===== src/rtl/rp_dmem_bridge_pkg.sv =====
// Shared types and constants for the data-side bridge: FSM states, target regions,
// MMIO register offsets and STATUS bit positions.
package rp_bridge_pkg;

  typedef enum logic [1:0] {
    ST_IDLE     = 2'd0,
    ST_INT_WAIT = 2'd1,
    ST_EXT_WAIT = 2'd2,
    ST_RESP     = 2'd3
  } state_t;

  typedef enum logic [1:0] {
    RG_INT  = 2'd0,
    RG_EXT  = 2'd1,
    RG_MMIO = 2'd2
  } region_t;

  localparam logic [63:0] OFF_LED     = 64'h00;
  localparam logic [63:0] OFF_STATUS  = 64'h08;
  localparam logic [63:0] OFF_CYCLE   = 64'h10;
  localparam logic [63:0] OFF_SCRATCH = 64'h18;

  localparam int STAT_TMO = 0;
  localparam int STAT_RW  = 1;
  localparam int NUM_STAT = 2;

endpackage


===== src/rtl/rp_dmem_bridge_if.sv =====
// CPU dmem port: request held by the CPU until the one-cycle ready pulse.
interface rp_dmem_bridge_if #(
  parameter int ADDR_WIDTH = 64,
  parameter int DATA_WIDTH = 64
);
  logic [ADDR_WIDTH-1:0] addr;
  logic [DATA_WIDTH-1:0] write_data;
  logic                  read;
  logic                  write;
  logic [DATA_WIDTH-1:0] read_data;
  logic                  ready;

  modport master (output addr, write_data, read, write, input read_data, ready);
  modport slave  (input addr, write_data, read, write, output read_data, ready);
endinterface


===== src/rtl/rp_dmem_bridge_mmio_regs.sv =====
// On-chip register file: LED, sticky STATUS (W1C), free-running CYCLE, SCRATCH.
// Reads are combinational so the bridge can answer in the accept cycle.
module rp_mmio_regs
  import rp_bridge_pkg::*;
#(
  parameter int ADDR_WIDTH = 64,
  parameter int DATA_WIDTH = 64,
  parameter int NUM_LED    = 8
) (
  input  logic                  clk,
  input  logic                  rst_n,
  input  logic [ADDR_WIDTH-1:0] offset,
  input  logic                  we,
  input  logic [DATA_WIDTH-1:0] wdata,
  input  logic                  set_tmo,
  input  logic                  set_rw,
  output logic [DATA_WIDTH-1:0] rdata,
  output logic [NUM_LED-1:0]    led_o,
  output logic                  err_o
);
  logic [NUM_LED-1:0]    led_reg;
  logic [NUM_STAT-1:0]   status_reg, status_next, set_vec;
  logic [DATA_WIDTH-1:0] cycle_reg, scratch_reg;
  logic                  err_reg;
  logic                  w1c;

  assign w1c     = we && (offset == ADDR_WIDTH'(OFF_STATUS));
  assign set_vec = {set_rw, set_tmo};

  // A new error in the same cycle as a clearing write must survive.
  genvar gi;
  generate
    for (gi = 0; gi < NUM_STAT; gi++) begin : g_stat
      assign status_next[gi] = set_vec[gi] | (status_reg[gi] & ~(w1c & wdata[gi]));
    end
  endgenerate

  always_ff @(posedge clk) begin
    if (!rst_n) begin
      led_reg     <= '0;
      status_reg  <= '0;
      cycle_reg   <= '0;
      scratch_reg <= '0;
      err_reg     <= 1'b0;
    end else begin
      cycle_reg  <= cycle_reg + DATA_WIDTH'(1);
      status_reg <= status_next;
      err_reg    <= |status_next;
      if (we && offset == ADDR_WIDTH'(OFF_LED))     led_reg     <= wdata[NUM_LED-1:0];
      if (we && offset == ADDR_WIDTH'(OFF_SCRATCH)) scratch_reg <= wdata;
    end
  end

  always_comb begin
    rdata = '0;
    if (offset == ADDR_WIDTH'(OFF_LED))          rdata = DATA_WIDTH'(led_reg);
    else if (offset == ADDR_WIDTH'(OFF_STATUS))  rdata = DATA_WIDTH'(status_reg);
    else if (offset == ADDR_WIDTH'(OFF_CYCLE))   rdata = cycle_reg;
    else if (offset == ADDR_WIDTH'(OFF_SCRATCH)) rdata = scratch_reg;
  end

  assign led_o = led_reg;
  assign err_o = err_reg;
endmodule


===== src/rtl/rp_dmem_bridge.sv =====
// Data-side bridge from the CPU dmem port to internal memory, the external bus
// (with timeout abort) and the MMIO register file.
module rp_dmem_bridge
  import rp_bridge_pkg::*;
#(
  parameter int                    ADDR_WIDTH  = 64,
  parameter int                    DATA_WIDTH  = 64,
  parameter int                    NUM_LED     = 8,
  parameter logic [ADDR_WIDTH-1:0] EXT_BASE    = ADDR_WIDTH'(64'h0001_0000),
  parameter logic [ADDR_WIDTH-1:0] MMIO_BASE   = ADDR_WIDTH'(64'hFFFF_0000),
  parameter int                    TIMEOUT_CYC = 255,
  parameter logic [63:0]           ERR_DATA    = 64'hDEAD_BEEF_DEAD_BEEF
) (
  input  logic                  clk,
  input  logic                  rst_n,
  rp_dmem_bridge_if.slave       dmem,
  output logic [ADDR_WIDTH-1:0] int_addr,
  output logic [DATA_WIDTH-1:0] int_wdata,
  output logic                  int_read,
  output logic                  int_write,
  input  logic [DATA_WIDTH-1:0] int_rdata,
  input  logic                  int_ready,
  output logic                  ext_req_o,
  output logic [ADDR_WIDTH-1:0] ext_addr_o,
  output logic [DATA_WIDTH-1:0] ext_wdata_o,
  output logic                  ext_we_o,
  input  logic [DATA_WIDTH-1:0] ext_rdata_i,
  input  logic                  ext_ready_i,
  output logic [NUM_LED-1:0]    led_o,
  output logic                  err_o
);
  localparam int CW = $clog2(TIMEOUT_CYC + 1);

  state_t                state_reg, state_next;
  region_t               region;
  logic                  accept, abort, mmio_we;
  logic [CW-1:0]         tmo_reg;
  logic [DATA_WIDTH-1:0] rdata_reg, mmio_rdata;
  logic                  ready_reg;

  always_comb begin
    region = RG_INT;
    if (dmem.addr >= MMIO_BASE)     region = RG_MMIO;
    else if (dmem.addr >= EXT_BASE) region = RG_EXT;
  end

  always_comb begin
    state_next = state_reg;
    accept     = 1'b0;
    abort      = 1'b0;
    case (state_reg)
      ST_IDLE: begin
        if (dmem.read || dmem.write) begin
          accept = 1'b1;
          case (region)
            RG_MMIO: state_next = ST_RESP;
            RG_EXT:  state_next = ST_EXT_WAIT;
            default: state_next = ST_INT_WAIT;
          endcase
        end
      end
      ST_INT_WAIT: if (int_ready) state_next = ST_RESP;
      ST_EXT_WAIT: begin
        // A ready arriving on the last allowed cycle still completes normally.
        if (ext_ready_i) begin
          state_next = ST_RESP;
        end else if (tmo_reg == CW'(TIMEOUT_CYC - 1)) begin
          abort      = 1'b1;
          state_next = ST_RESP;
        end
      end
      default: state_next = ST_IDLE;
    endcase
  end

  assign mmio_we = accept && (region == RG_MMIO) && dmem.write;

  always_ff @(posedge clk) begin
    if (!rst_n) begin
      state_reg   <= ST_IDLE;
      ready_reg   <= 1'b0;
      rdata_reg   <= '0;
      tmo_reg     <= '0;
      int_addr    <= '0;
      int_wdata   <= '0;
      int_read    <= 1'b0;
      int_write   <= 1'b0;
      ext_req_o   <= 1'b0;
      ext_addr_o  <= '0;
      ext_wdata_o <= '0;
      ext_we_o    <= 1'b0;
    end else begin
      state_reg <= state_next;
      ready_reg <= (state_next == ST_RESP);
      case (state_reg)
        ST_IDLE: begin
          if (accept) begin
            rdata_reg <= '0;
            case (region)
              RG_MMIO: if (!dmem.write) rdata_reg <= mmio_rdata;
              RG_EXT: begin
                ext_addr_o  <= dmem.addr;
                ext_wdata_o <= dmem.write_data;
                ext_we_o    <= dmem.write;
                ext_req_o   <= 1'b1;
                tmo_reg     <= '0;
              end
              default: begin
                int_addr  <= dmem.addr;
                int_wdata <= dmem.write_data;
                int_read  <= !dmem.write;
                int_write <= dmem.write;
              end
            endcase
          end
        end
        ST_INT_WAIT: begin
          if (int_ready) begin
            rdata_reg <= int_write ? '0 : int_rdata;
            int_read  <= 1'b0;
            int_write <= 1'b0;
          end
        end
        ST_EXT_WAIT: begin
          if (ext_ready_i) begin
            rdata_reg <= ext_we_o ? '0 : ext_rdata_i;
            ext_req_o <= 1'b0;
          end else if (abort) begin
            rdata_reg <= ext_we_o ? '0 : DATA_WIDTH'(ERR_DATA);
            ext_req_o <= 1'b0;
          end else begin
            tmo_reg <= tmo_reg + CW'(1);
          end
        end
        default: ;
      endcase
    end
  end

  assign dmem.ready     = ready_reg;
  assign dmem.read_data = rdata_reg;

  rp_mmio_regs #(
    .ADDR_WIDTH(ADDR_WIDTH),
    .DATA_WIDTH(DATA_WIDTH),
    .NUM_LED   (NUM_LED)
  ) u_mmio (
    .clk    (clk),
    .rst_n  (rst_n),
    .offset (dmem.addr - MMIO_BASE),
    .we     (mmio_we),
    .wdata  (dmem.write_data),
    .set_tmo(abort),
    .set_rw (accept && dmem.read && dmem.write),
    .rdata  (mmio_rdata),
    .led_o  (led_o),
    .err_o  (err_o)
  );
endmodule


===== src/flat_wrapper.sv =====
// flat-port wrapper written by rule: the top's interface ports become plain ports
module rp_dmem_bridge_flat import rp_bridge_pkg::*;
#(
  parameter int                    ADDR_WIDTH  = 64,
  parameter int                    DATA_WIDTH  = 64,
  parameter int                    NUM_LED     = 8,
  parameter logic [ADDR_WIDTH-1:0] EXT_BASE    = ADDR_WIDTH'(64'h0001_0000),
  parameter logic [ADDR_WIDTH-1:0] MMIO_BASE   = ADDR_WIDTH'(64'hFFFF_0000),
  parameter int                    TIMEOUT_CYC = 255,
  parameter logic [63:0]           ERR_DATA    = 64'hDEAD_BEEF_DEAD_BEEF
)
  (clk, rst_n, int_addr, int_wdata, int_read, int_write, int_rdata, int_ready, ext_req_o, ext_addr_o, ext_wdata_o, ext_we_o, ext_rdata_i, ext_ready_i, led_o, err_o, dmem_addr, dmem_write_data, dmem_read, dmem_write, dmem_read_data, dmem_ready);
  rp_dmem_bridge_if #(.ADDR_WIDTH(ADDR_WIDTH), .DATA_WIDTH(DATA_WIDTH)) dmem_i ();
  input  logic clk;
  input  logic rst_n;
  output logic [ADDR_WIDTH-1:0] int_addr;
  output logic [DATA_WIDTH-1:0] int_wdata;
  output logic int_read;
  output logic int_write;
  input  logic [DATA_WIDTH-1:0] int_rdata;
  input  logic int_ready;
  output logic ext_req_o;
  output logic [ADDR_WIDTH-1:0] ext_addr_o;
  output logic [DATA_WIDTH-1:0] ext_wdata_o;
  output logic ext_we_o;
  input  logic [DATA_WIDTH-1:0] ext_rdata_i;
  input  logic ext_ready_i;
  output logic [NUM_LED-1:0] led_o;
  output logic err_o;
  input wire logic [$bits(dmem_i.addr)-1:0] dmem_addr;
  input wire logic [$bits(dmem_i.write_data)-1:0] dmem_write_data;
  input wire logic [$bits(dmem_i.read)-1:0] dmem_read;
  input wire logic [$bits(dmem_i.write)-1:0] dmem_write;
  output wire logic [$bits(dmem_i.read_data)-1:0] dmem_read_data;
  output wire logic [$bits(dmem_i.ready)-1:0] dmem_ready;
  assign dmem_i.addr = dmem_addr;
  assign dmem_i.write_data = dmem_write_data;
  assign dmem_i.read = dmem_read;
  assign dmem_i.write = dmem_write;
  assign dmem_read_data = dmem_i.read_data;
  assign dmem_ready = dmem_i.ready;
  rp_dmem_bridge #(.ADDR_WIDTH(ADDR_WIDTH), .DATA_WIDTH(DATA_WIDTH), .NUM_LED(NUM_LED), .EXT_BASE(EXT_BASE), .MMIO_BASE(MMIO_BASE), .TIMEOUT_CYC(TIMEOUT_CYC), .ERR_DATA(ERR_DATA)) u_core (.clk(clk), .rst_n(rst_n), .dmem(dmem_i), .int_addr(int_addr), .int_wdata(int_wdata), .int_read(int_read), .int_write(int_write), .int_rdata(int_rdata), .int_ready(int_ready), .ext_req_o(ext_req_o), .ext_addr_o(ext_addr_o), .ext_wdata_o(ext_wdata_o), .ext_we_o(ext_we_o), .ext_rdata_i(ext_rdata_i), .ext_ready_i(ext_ready_i), .led_o(led_o), .err_o(err_o));
endmodule

===== config.mk =====
export PLATFORM = sky130hd
export DESIGN_NAME = rp_dmem_bridge_flat
export DESIGN_NICKNAME = d
export VERILOG_FILES = /design/src/rtl/rp_dmem_bridge_pkg.sv /design/src/rtl/rp_dmem_bridge_if.sv /design/src/rtl/rp_dmem_bridge_mmio_regs.sv /design/src/rtl/rp_dmem_bridge.sv /design/src/flat_wrapper.sv
export SDC_FILE = /design/constraint.sdc
export NUM_CORES = 1
export LEC_CHECK = 0
export CELL_PAD_IN_SITES_DETAIL_PLACEMENT = 0
export CELL_PAD_IN_SITES_GLOBAL_PLACEMENT = 1
export CORE_AREA = 4 4 232 234
export DETAILED_ROUTE_END_ITERATION = 12
export DIE_AREA = 0 0 236 238
export DONT_BUFFER_PORTS = 1
export PLACE_DENSITY_LB_ADDON = 0.1
export SLEW_MARGIN = 20
export SYNTH_ARGS = -nofsm -noshare
export SYNTH_HDL_FRONTEND = slang
export SYNTH_SLANG_ARGS = --single-unit

===== constraint.sdc =====
create_clock -name clk -period 4.3 [get_ports clk]
set_clock_uncertainty 0.15 [all_clocks]
set_input_delay 0.86 -clock clk [delete_from_list [all_inputs] [get_ports clk]]
set_output_delay 0.86 -clock clk [all_outputs]
set_load 0.1 [all_outputs]

==> results of run 1 <==
==> cells by family (layout without fill, tap and decap cells) <==
kind of cell,count (synthesis),after routing,synth area share (%)
xor gates and xnor gates,62,62,2.68
buffers and inverters,192,145,4.20
other,0,1,0
muxes,130,130,6.89
AOI/OAI and AO/OA,433,433,14.9
DFF,474,474,46.9
and+or+nand+nor,981,981,23.9
adders and majority gates,9,9,0.556
==> power breakdown <==
part | total [mW] | switching [mW] | leakage (nW) | internal, mW
combinational | 1.87 | 1.25 | 3.25 | 0.620
clock | 4.62 | 1.88 | 0.850 | 2.74
sequential | 6.84 | 2.17 | 3.83 | 4.68
total | 13.3 | 5.30 | 7.93 | 8.04
==> cell type report <==
type                       instances  area (um^2)
tap                              688          861
inverter                          14         52.6
multi-input combinational       1615         9990
antenna                            1         2.50
sequential                       474         9490
timing repair buffer              34          368
clock inverter                    20          274
clock buffer                      77         1510
fill                            5114        29500
==> stage by stage <==
| step | instances | power (mW) | hold WS [ns] |
|---|---|---|---|
| floorplan | 2281 | 8.13 | 0.284 |
| finish | 2923 | 13.3 | 0.245 |
| CTS | 2922 | 13.5 | 0.202 |
| global placement | 2825 | 8.83 | 0.304 |
| detailed placement | 2825 | 8.83 | 0.310 |
| global route | 2923 | 13.9 | 0.216 |
==> cells in the final DEF (no fill, tap or decap), drive strengths merged, types with 6 or more instances in the layout <==
master,count
a41oi,6
nor2,31
clkinvlp,6
nand4,22
ha,9
and2,58
inv,16
buf,34
nand3,92
nand2b,53
dfxtp,474
xnor2,35
a22o,65
a21oi,11
a31oi,59
mux2i,74
clkinv,7
a21boi,188
and3,95
nor2b,80
nor4,24
clkbuf,77
nand2,472
and4,10
or3,12
nor3,22
o21ai,94
xor2,27
mux2,54
==> metal layers <==
metal | up-vias | global-route usage [%]
met3 | 87 | 6.69
met2 | 555 | 35.0
li1 | 7658 | -
met1 | 7452 | 29.9
met4 | 2 | 5.75
met5 | - | 0
==> critical path, stage by stage <==
cell,delay [ns]
nor4_1,0.43
nand4_2,0.34
o41ai_1,0.47
nand4_1,0.32
nor4_4,0.66
buf_12,0.30
mux2i_1,0.24
nor2b_1,0.06
==> worst max path at each step <==
stage / end / slack (ns) / cells after the start
global placement: u_core.u_mmio.scratch_reg[41] / 0.38 / 8
global route: u_core.u_mmio.scratch_reg[58] / 0.61 / 8
floorplan: u_core.u_mmio.scratch_reg[10] / 1.0 / 11
detailed placement: u_core.u_mmio.scratch_reg[49] / 0.27 / 8
finish: u_core.u_mmio.scratch_reg[49] / 0.91 / 8
CTS: u_core.u_mmio.scratch_reg[49] / 0.90 / 8
==> flow_metrics.py, run 1 <==
metrics = {
    "run_status": {
        "status": "finished, final reports clean",
    },
    "yosys": {
        "syn_inst": 2281,
        "yosys_warnings": 0,
        "synth_most_common_cell": "dfxtp_1",
        "async_flop_share_pct": 0,
        "ys_types": 53,
        "synth_area_per_cell_um2": 8.88,
        "synth_common_cells": "474 x dfxtp_1, 472 x nand2_1, 178 x a21boi_0",
        "synth.ff_latch_count": 474,
        "synthesis.nets": 2552,
        "synth_edf_count": 0,
        "synthFlopType": "dfxtp_1",
        "yosys.area.top_type": "dfxtp_1",
        "netlist.area_leader.share_pct": 46.9,
        "synth.area.top_cells": "dfxtp_1 47%, nand2_1 8.8%, a21boi_0 6.6%",
        "syn_area_um2": 20200,
        "yosysSeqAreaShare_pct": 46.9,
    },
    "route": {
        "ant_nets": 0,
        "via_per_inst": 5.39,
        "drc": 0,
        "top_layer_used": "met5",
        "vias": 15800,
        "post_drt_wl_per_cell_um": 22.7,
        "wl_met1_um": 29200,
        "postRouteWirelength_um": 66300,
        "wl_met3_um": 5580,
        "dr.pass1.iters": 5,
        "met2_wirelength_um": 30100,
        "drt-initial-drc-count": 1004,
    },
    "clock_tree": {
        "cts.sinks": 474,
        "htree_levels": 2,
        "clk_pin_slew_ns": 0.06,
        "clk_path_buf_depth": 3,
        "clock_tree.root_cell": "clkbuf_16",
        "cts_resized": 0,
        "postCtsHoldBufs": 0,
        "numCtsBuffers": 53,
        "clkLatencyLatePin_ns": 0.60,
        "tritoncts": "built",
        "post_cts_buffers": 0,
    },
    "power_and_ir_drop": {
        "power_leakage_nw": 7.93,
        "p_per_area_nw_per_um2": 592,
        "ir_worst_vdd_v": 0.000321,
    },
    "critical_path": {
        "rrSetupSlack_ns": 1.28,
        "worst_setup_path_end_kind": "flip-flop",
        "worstSetupPathType": "in -> reg",
        "rr_endpoint": "u_core.tmo_reg[1]",
        "cp-start-kind": "input port",
        "worstPathRequired_ns": 4.63,
        "arrival_ns": 3.72,
        "reg2reg_depth": 8,
        "path_max_fanout": 27,
        "startpoint": "dmem_addr[39]",
        "crit-reg2reg-launch": "u_core.state_reg[0]",
    },
    "final_layout": {
        "stdcell_area_um2": 22500,
        "nNetsFinal": 2463,
        "final_util_pct": 43.3,
        "final_layout_size_suffix_gt1_share_pct": 8.73,
        "syn2layout_area_growth_pct": 11.3,
    },
    "timing": {
        "fin_setup_tns_ns": 0,
        "slew_headroom_pct": 20.5,
        "fin_crit_sh_pct": 78.9,
        "rsz0062_at_grt": "no",
        "tightest_slew_ns": 1.19,
        "timing.final.ws_setup_ns": 0.906,
        "max_freq_ghz": 0.295,
        "hold_viol_final": 0,
        "final-max-slew-violation-count": 0,
        "fin_crit_ns": 3.39,
        "setup_violations": 0,
    },
    "worst_hold_path": {
        "whs_path_depth": 2,
        "hp-start": "dmem_write_data[44]",
        "hold_path.class": "in -> reg",
        "hold_path_end": "u_core.int_wdata[44]",
    },
    "placed_design": {
        "post-place-ws_ns": 0.273,
        "placed_area_um2": 20800,
        "io_buffers": 0,
        "place_congestion": 0.935,
        "hpwl_um": 46800,
    },
    "global_route": {
        "grt-ovfl-total": 0,
        "first_global_vias": 15100,
        "antenna_found_initial": 2,
        "grt_pass1_wl_um": 98800,
        "grt_usage_pct": 22.2,
        "grt_max_degree": 468,
    },
    "floorplanning": {
        "rows": 84,
        "die_w_um": 236,
        "ioPinCount": 596,
        "coreArea_um2": 52000,
        "die_area_um2": 56200,
        "start_util_pct": 38.9,
        "die_h_um": 238,
    },
    "job": {
        "drv_cap": 0,
    },
}
No activity file was read; power rests on OpenSTA's default activity.
==> run 2: changes to the inputs <==
Clock period 4.3 ns to 2.85 ns, I/O delays scaled along.
==> flow_metrics.py, run 2 (synthesis gave the netlist of run 1 again) <==
metrics = {
    "run_status": {
        "status": "finished, final reports clean",
    },
    "critical_path": {
        "worstPathRequired_ns": 3.17,
        "crit_chain": "nand4_2, or4_1, nor4_1, nand4_1, buf_4, nor4_4, buf_12, buf_12, mux2i_1, nor2b_1",
        "cp_slowest_cell": "or4_1",
        "worst_setup_path_end_kind": "flip-flop",
        "arrival_ns": 3.10,
        "crit_top_cell": "buf_12",
        "cpPeakStageDelay_ns": 0.65,
        "cp-start-kind": "input port",
        "worstSetupPathType": "in -> reg",
        "path_max_fanout": 19,
        "crit_buf_inv": 3,
        "crit_family": "simple AND/OR/NAND/NOR gates",
    },
    "global_route": {
        "grt_pass1_wl_um": 107000,
        "grt-ovfl-total": 0,
        "grt_max_degree": 389,
        "antenna_found_initial": 3,
        "first_global_vias": 17000,
        "grt_usage_pct": 23.7,
    },
    "final_layout": {
        "syn2layout_area_growth_pct": 30.6,
        "layout_commonest_cell": "dfxtp_1",
        "layout_common_cells": "474 x dfxtp_1, 471 x nand2_1, 381 x buf_4, 178 x a21boi_0, 96 x dlygate4sd3_1",
        "fillers": 4812,
        "fin_cells": 3389,
        "regArea_um2": 9490,
        "final_layout_size_suffix_gt1_share_pct": 21.0,
        "nNetsFinal": 2932,
        "multi_input_area_um2": 10000,
        "stdcell_area_um2": 26400,
        "final_util_pct": 50.8,
    },
    "timing": {
        "final-max-slew-violation-count": 0,
        "fin_crit_ns": 2.78,
        "timing.final.ws_setup_ns": 0.0735,
        "hold_viol_final": 0,
        "max_freq_ghz": 0.360,
        "fin_crit_sh_pct": 97.4,
        "tightest_slew_ns": 1.08,
        "slew_headroom_pct": 27.7,
        "fin_setup_tns_ns": 0,
        "setup_violations": 0,
    },
    "route": {
        "postRouteWirelength_um": 70300,
        "drc": 0,
        "ant_nets": 0,
        "dr.pass1.iters": 5,
        "drt-initial-drc-count": 1075,
        "post_drt_wl_per_cell_um": 20.8,
        "vias": 17500,
        "via_per_inst": 5.17,
    },
    "power_and_ir_drop": {
        "ir_worst_vdd_v": 0.000466,
        "power_leakage_nw": 10.4,
        "p_per_area_nw_per_um2": 781,
    },
    "placed_design": {
        "io_buffers": 0,
        "post-place-ws_ns": -0.558,
        "hpwl_um": 49900,
        "placed_area_um2": 23700,
        "dp_cells": 3196,
        "place_congestion": 0.899,
    },
    "floorplanning": {
        "die_area_um2": 56200,
        "coreArea_um2": 52000,
        "ioPinCount": 596,
        "die_w_um": 236,
        "die_h_um": 238,
        "start_util_pct": 38.9,
        "rows": 84,
    },
    "clock_tree": {
        "tritoncts": "built",
        "clock_tree.root_cell": "clkbuf_16",
        "clkLatencyLatePin_ns": 0.60,
        "clk_pin_slew_ns": 0.06,
        "numCtsBuffers": 53,
        "clk_path_buf_depth": 3,
        "htree_levels": 2,
        "cts.sinks": 474,
    },
    "job": {
        "drv_cap": 0,
    },
    "worst_hold_path": {
        "hold_path.class": "in -> reg",
    },
}
## run 2: cell types whose count changed in the layout (fill, tap and decap cells not counted), moves of 2 or more
cell / before / now
clkbuf_1: 15 / 18
dlygate4sd3_1: 0 / 96
clkbuf_8: 9 / 11
buf_4: 25 / 381
bufinv_16: 5 / 1
clkinv_2: 4 / 6
nor4_1: 20 / 17
clkinvlp_4: 6 / 1
buf_12: 9 / 25
nor4_2: 2 / 4
## run 2: report_power, final
| part | total, mW | switching [mW] | internal, mW |
|---|---|---|---|
| sequential | 7.23 | 0.175 | 7.06 |
| clock | 6.54 | 2.73 | 3.80 |
| combinational | 6.88 | 5.25 | 1.63 |
| total | 20.6 | 8.16 | 12.5 |
## run 2: what timing repair did
item,4_1_cts,5_1_grt
hold buffers,97,0
buffers inserted,0,1
resized for setup,0,10
hold endpoints to repair,255,0
setup endpoints to repair,0,109
## run 2: per-stage QoR
step | total power [mW] | hold slack (ns)
floorplan | 12.3 | 0.284
global placement | 14.0 | 0.302
detailed placement | 14.1 | 0.309
CTS | 20.9 | 0.00105
global route | 21.5 | 0.0120
finish | 20.6 | 0.0354
## run 2: worst paths after layout
check,from,to,slack [ns],depth (start not counted)
worst max register to register,u_core.u_mmio.cycle_reg[3],u_core.u_mmio.cycle_reg[38],0.19,8
worst max-delay path,dmem_addr[31],u_core.u_mmio.scratch_reg[18],0.07,10
worst min-delay path,dmem_write_data[32],u_core.u_mmio.scratch_reg[32],0.04,2
worst min register to register,u_core.ext_addr_o[31],u_core.ext_addr_o[31],0.32,2
## run 2: worst register-to-register path, cell delays in order (launching register included)
cell and delay (ns):
dfxtp_1 0.42, and4_1 0.28, nand4_1 0.19, nor3_1 0.26, and3_1 0.40, and2_1 0.21, or3b_1 0.36, xnor2_1 0.13
and2_1 0.14
## run 2: layout make-up
cell class	instances	area share, %
antenna	2	0.0189
timing repair buffer	503	16.4
multi-input combinational	1615	38.0
inverter	14	0.199
tap	688	3.26
clock inverter	11	0.412
sequential	474	35.9
clock buffer	82	5.85
## run 2: routing by layer
layer | vias up | GRT usage [%] | wire (um)
li1 | 8602 | - | -
met1 | 8258 | 31.7 | 31300
met2 | 571 | 38.7 | 32400
met3 | 81 | 6.99 | 5380
met4 | 2 | 4.38 | 1210
met5 | - | 0 | 13
==> run 3: changes to the inputs <==
Settings changed: CORE_AREA 4 4 232 234 to 3 3 231 233, CTS_CLUSTER_DIAMETER from default to 50, DIE_AREA 0 0 236 238 to 0 0 234 236, MAX_ROUTING_LAYER from default to met4.
==> flow_metrics.py, run 3 (synthesis gave the netlist of run 1 again) <==
metrics = {
    "global_route": {
        "grt_pass1_wl_um": 103000,
        "first_global_vias": 17200,
        "grt_max_degree": 468,
        "antenna_found_initial": 1,
        "grt_usage_pct": 24.3,
        "grt-ovfl-total": 0,
    },
    "timing": {
        "setup_violations": 3,
        "whs_ns": 0.0620,
        "final-max-slew-violation-count": 0,
        "fin_setup_tns_ns": -0.00999,
        "tightest_slew_ns": 1.13,
        "hold_viol_final": 0,
        "max_freq_ghz": 0.350,
        "fin_crit_sh_pct": 100,
        "fin_crit_ns": 2.86,
        "timing.final.ws_setup_ns": -0.00615,
        "slew_headroom_pct": 24.8,
        "rsz0062_at_grt": "yes",
    },
    "clock_tree": {
        "tritoncts": "built",
        "clk_path_buf_depth": 3,
        "clock_tree.root_cell": "clkbuf_16",
        "numCtsBuffers": 59,
        "clk_pin_slew_ns": 0.06,
        "cts.sinks": 474,
        "htree_levels": 2,
        "clkLatencyLatePin_ns": 0.61,
    },
    "final_layout": {
        "final_layout_size_suffix_gt1_share_pct": 22.1,
        "fin_cells": 3419,
        "stdcell_area_um2": 27200,
        "nNetsFinal": 2960,
        "final_util_pct": 52.8,
        "layout_commonest_cell": "nand2_1",
        "layout_common_cells": "471 x nand2_1, 468 x dfxtp_1, 376 x buf_4, 177 x a21boi_0, 124 x dlygate4sd3_1",
        "fillers": 4735,
        "syn2layout_area_growth_pct": 34.1,
    },
    "placed_design": {
        "hpwl_um": 47600,
        "place_congestion": 0.884,
        "io_buffers": 0,
        "placed_area_um2": 23500,
        "dp_cells": 3174,
        "post-place-ws_ns": -0.775,
    },
    "floorplanning": {
        "die_h_um": 236,
        "rows": 83,
        "ioPinCount": 596,
        "coreArea_um2": 51400,
        "die_area_um2": 55200,
        "start_util_pct": 39.4,
        "die_w_um": 234,
    },
    "power_and_ir_drop": {
        "p_per_area_nw_per_um2": 805,
        "power_leakage_nw": 10.7,
        "ir_worst_vdd_v": 0.000499,
        "p_total_mw": 21.9,
    },
    "run_status": {
        "status": "finished with violations",
        "violations": "setup timing",
    },
    "critical_path": {
        "worst_setup_path_end_kind": "flip-flop",
        "reg2reg_depth": 9,
        "cp-start-kind": "input port",
        "arrival_ns": 3.18,
        "worstPathRequired_ns": 3.18,
        "worstSetupPathType": "in -> reg",
        "path_max_fanout": 15,
    },
    "route": {
        "drc": 0,
        "drt-initial-drc-count": 1080,
        "ant_nets": 0,
        "postRouteWirelength_um": 70400,
        "post_drt_wl_per_cell_um": 20.6,
        "vias": 17800,
        "dr.pass1.iters": 5,
        "via_per_inst": 5.22,
    },
    "worst_hold_path": {
        "whs_path_depth": 2,
        "hold_path.class": "in -> reg",
    },
    "job": {
        "drv_cap": 0,
    },
}
==> run 3: cell count changes in the layout (fill, tap and decap cells not counted), sizes merged <==
cell,before,now
diode,2,1
buf,407,396
clkinv,8,13
dlygate4sd3,96,124
clkinvlp,1,5
clkbuf,82,86
inv,15,19
bufinv,1,6
==> run 3: routing by layer <==
layer / share of wire (%) / track usage, %
met1: 44 / 31.3
met2: 46 / 38.0
met3: 7.5 / 5.57
met4: 2.8 / 7.55
met5: 0 / -
==> run 3: final timing paths <==
| path | startpoint | endpoint | slack [ns] |
|---|---|---|---|
| worst max-delay path | dmem_addr[30] | u_core.u_mmio.scratch_reg[45] | -0.006 |
| worst min-delay path | dmem_write_data[0] | u_core.u_mmio.status_reg[0] | 0.06 |
| worst max register to register | u_core.state_reg[0] | u_core.u_mmio.scratch_reg[45] | 0.09 |
| worst min register to register | u_core.int_wdata[12] | u_core.int_wdata[12] | 0.31 |
==> run 3: power by group <==
part	total [mW]	internal [mW]	switching, mW
sequential	7.23	7.06	0.168
clock	7.76	4.78	2.98
combinational	6.87	1.60	5.27
==> run 3: area by class of cell <==
class	count	area, um^2	share of cell area, %
repair buffers	525	4590	16.9
multi-input cells	1615	10100	37.2
well taps	680	851	3.13
inverters	14	52.6	0.194
flip-flops and latches	474	9500	35.0
clock buffers	81	1720	6.34
clock inverters	29	353	1.30
diodes	1	2.50	0.00922
==> run 3: worst max-delay path: stages <==
cell and delay (ns):
nand4_1 0.09, buf_4 0.16, nor4_4 0.25, buf_4 0.19
nor3_4 0.06, and2_4 0.16, or4_4 0.54, nor4_4 0.44
buf_12 0.23, clkbuf_16 0.22, mux2i_1 0.20, nor2b_1 0.06
==> run 3: what timing repair did <==
action                                  CTS  global route
gates resized for setup                   4            33
endpoints found under the hold margin   348            14
hold buffers                            122             3
endpoints found under the setup margin   64            77
buffers inserted                          0             4
cloned                                    0             6
pin swaps                                 0             5
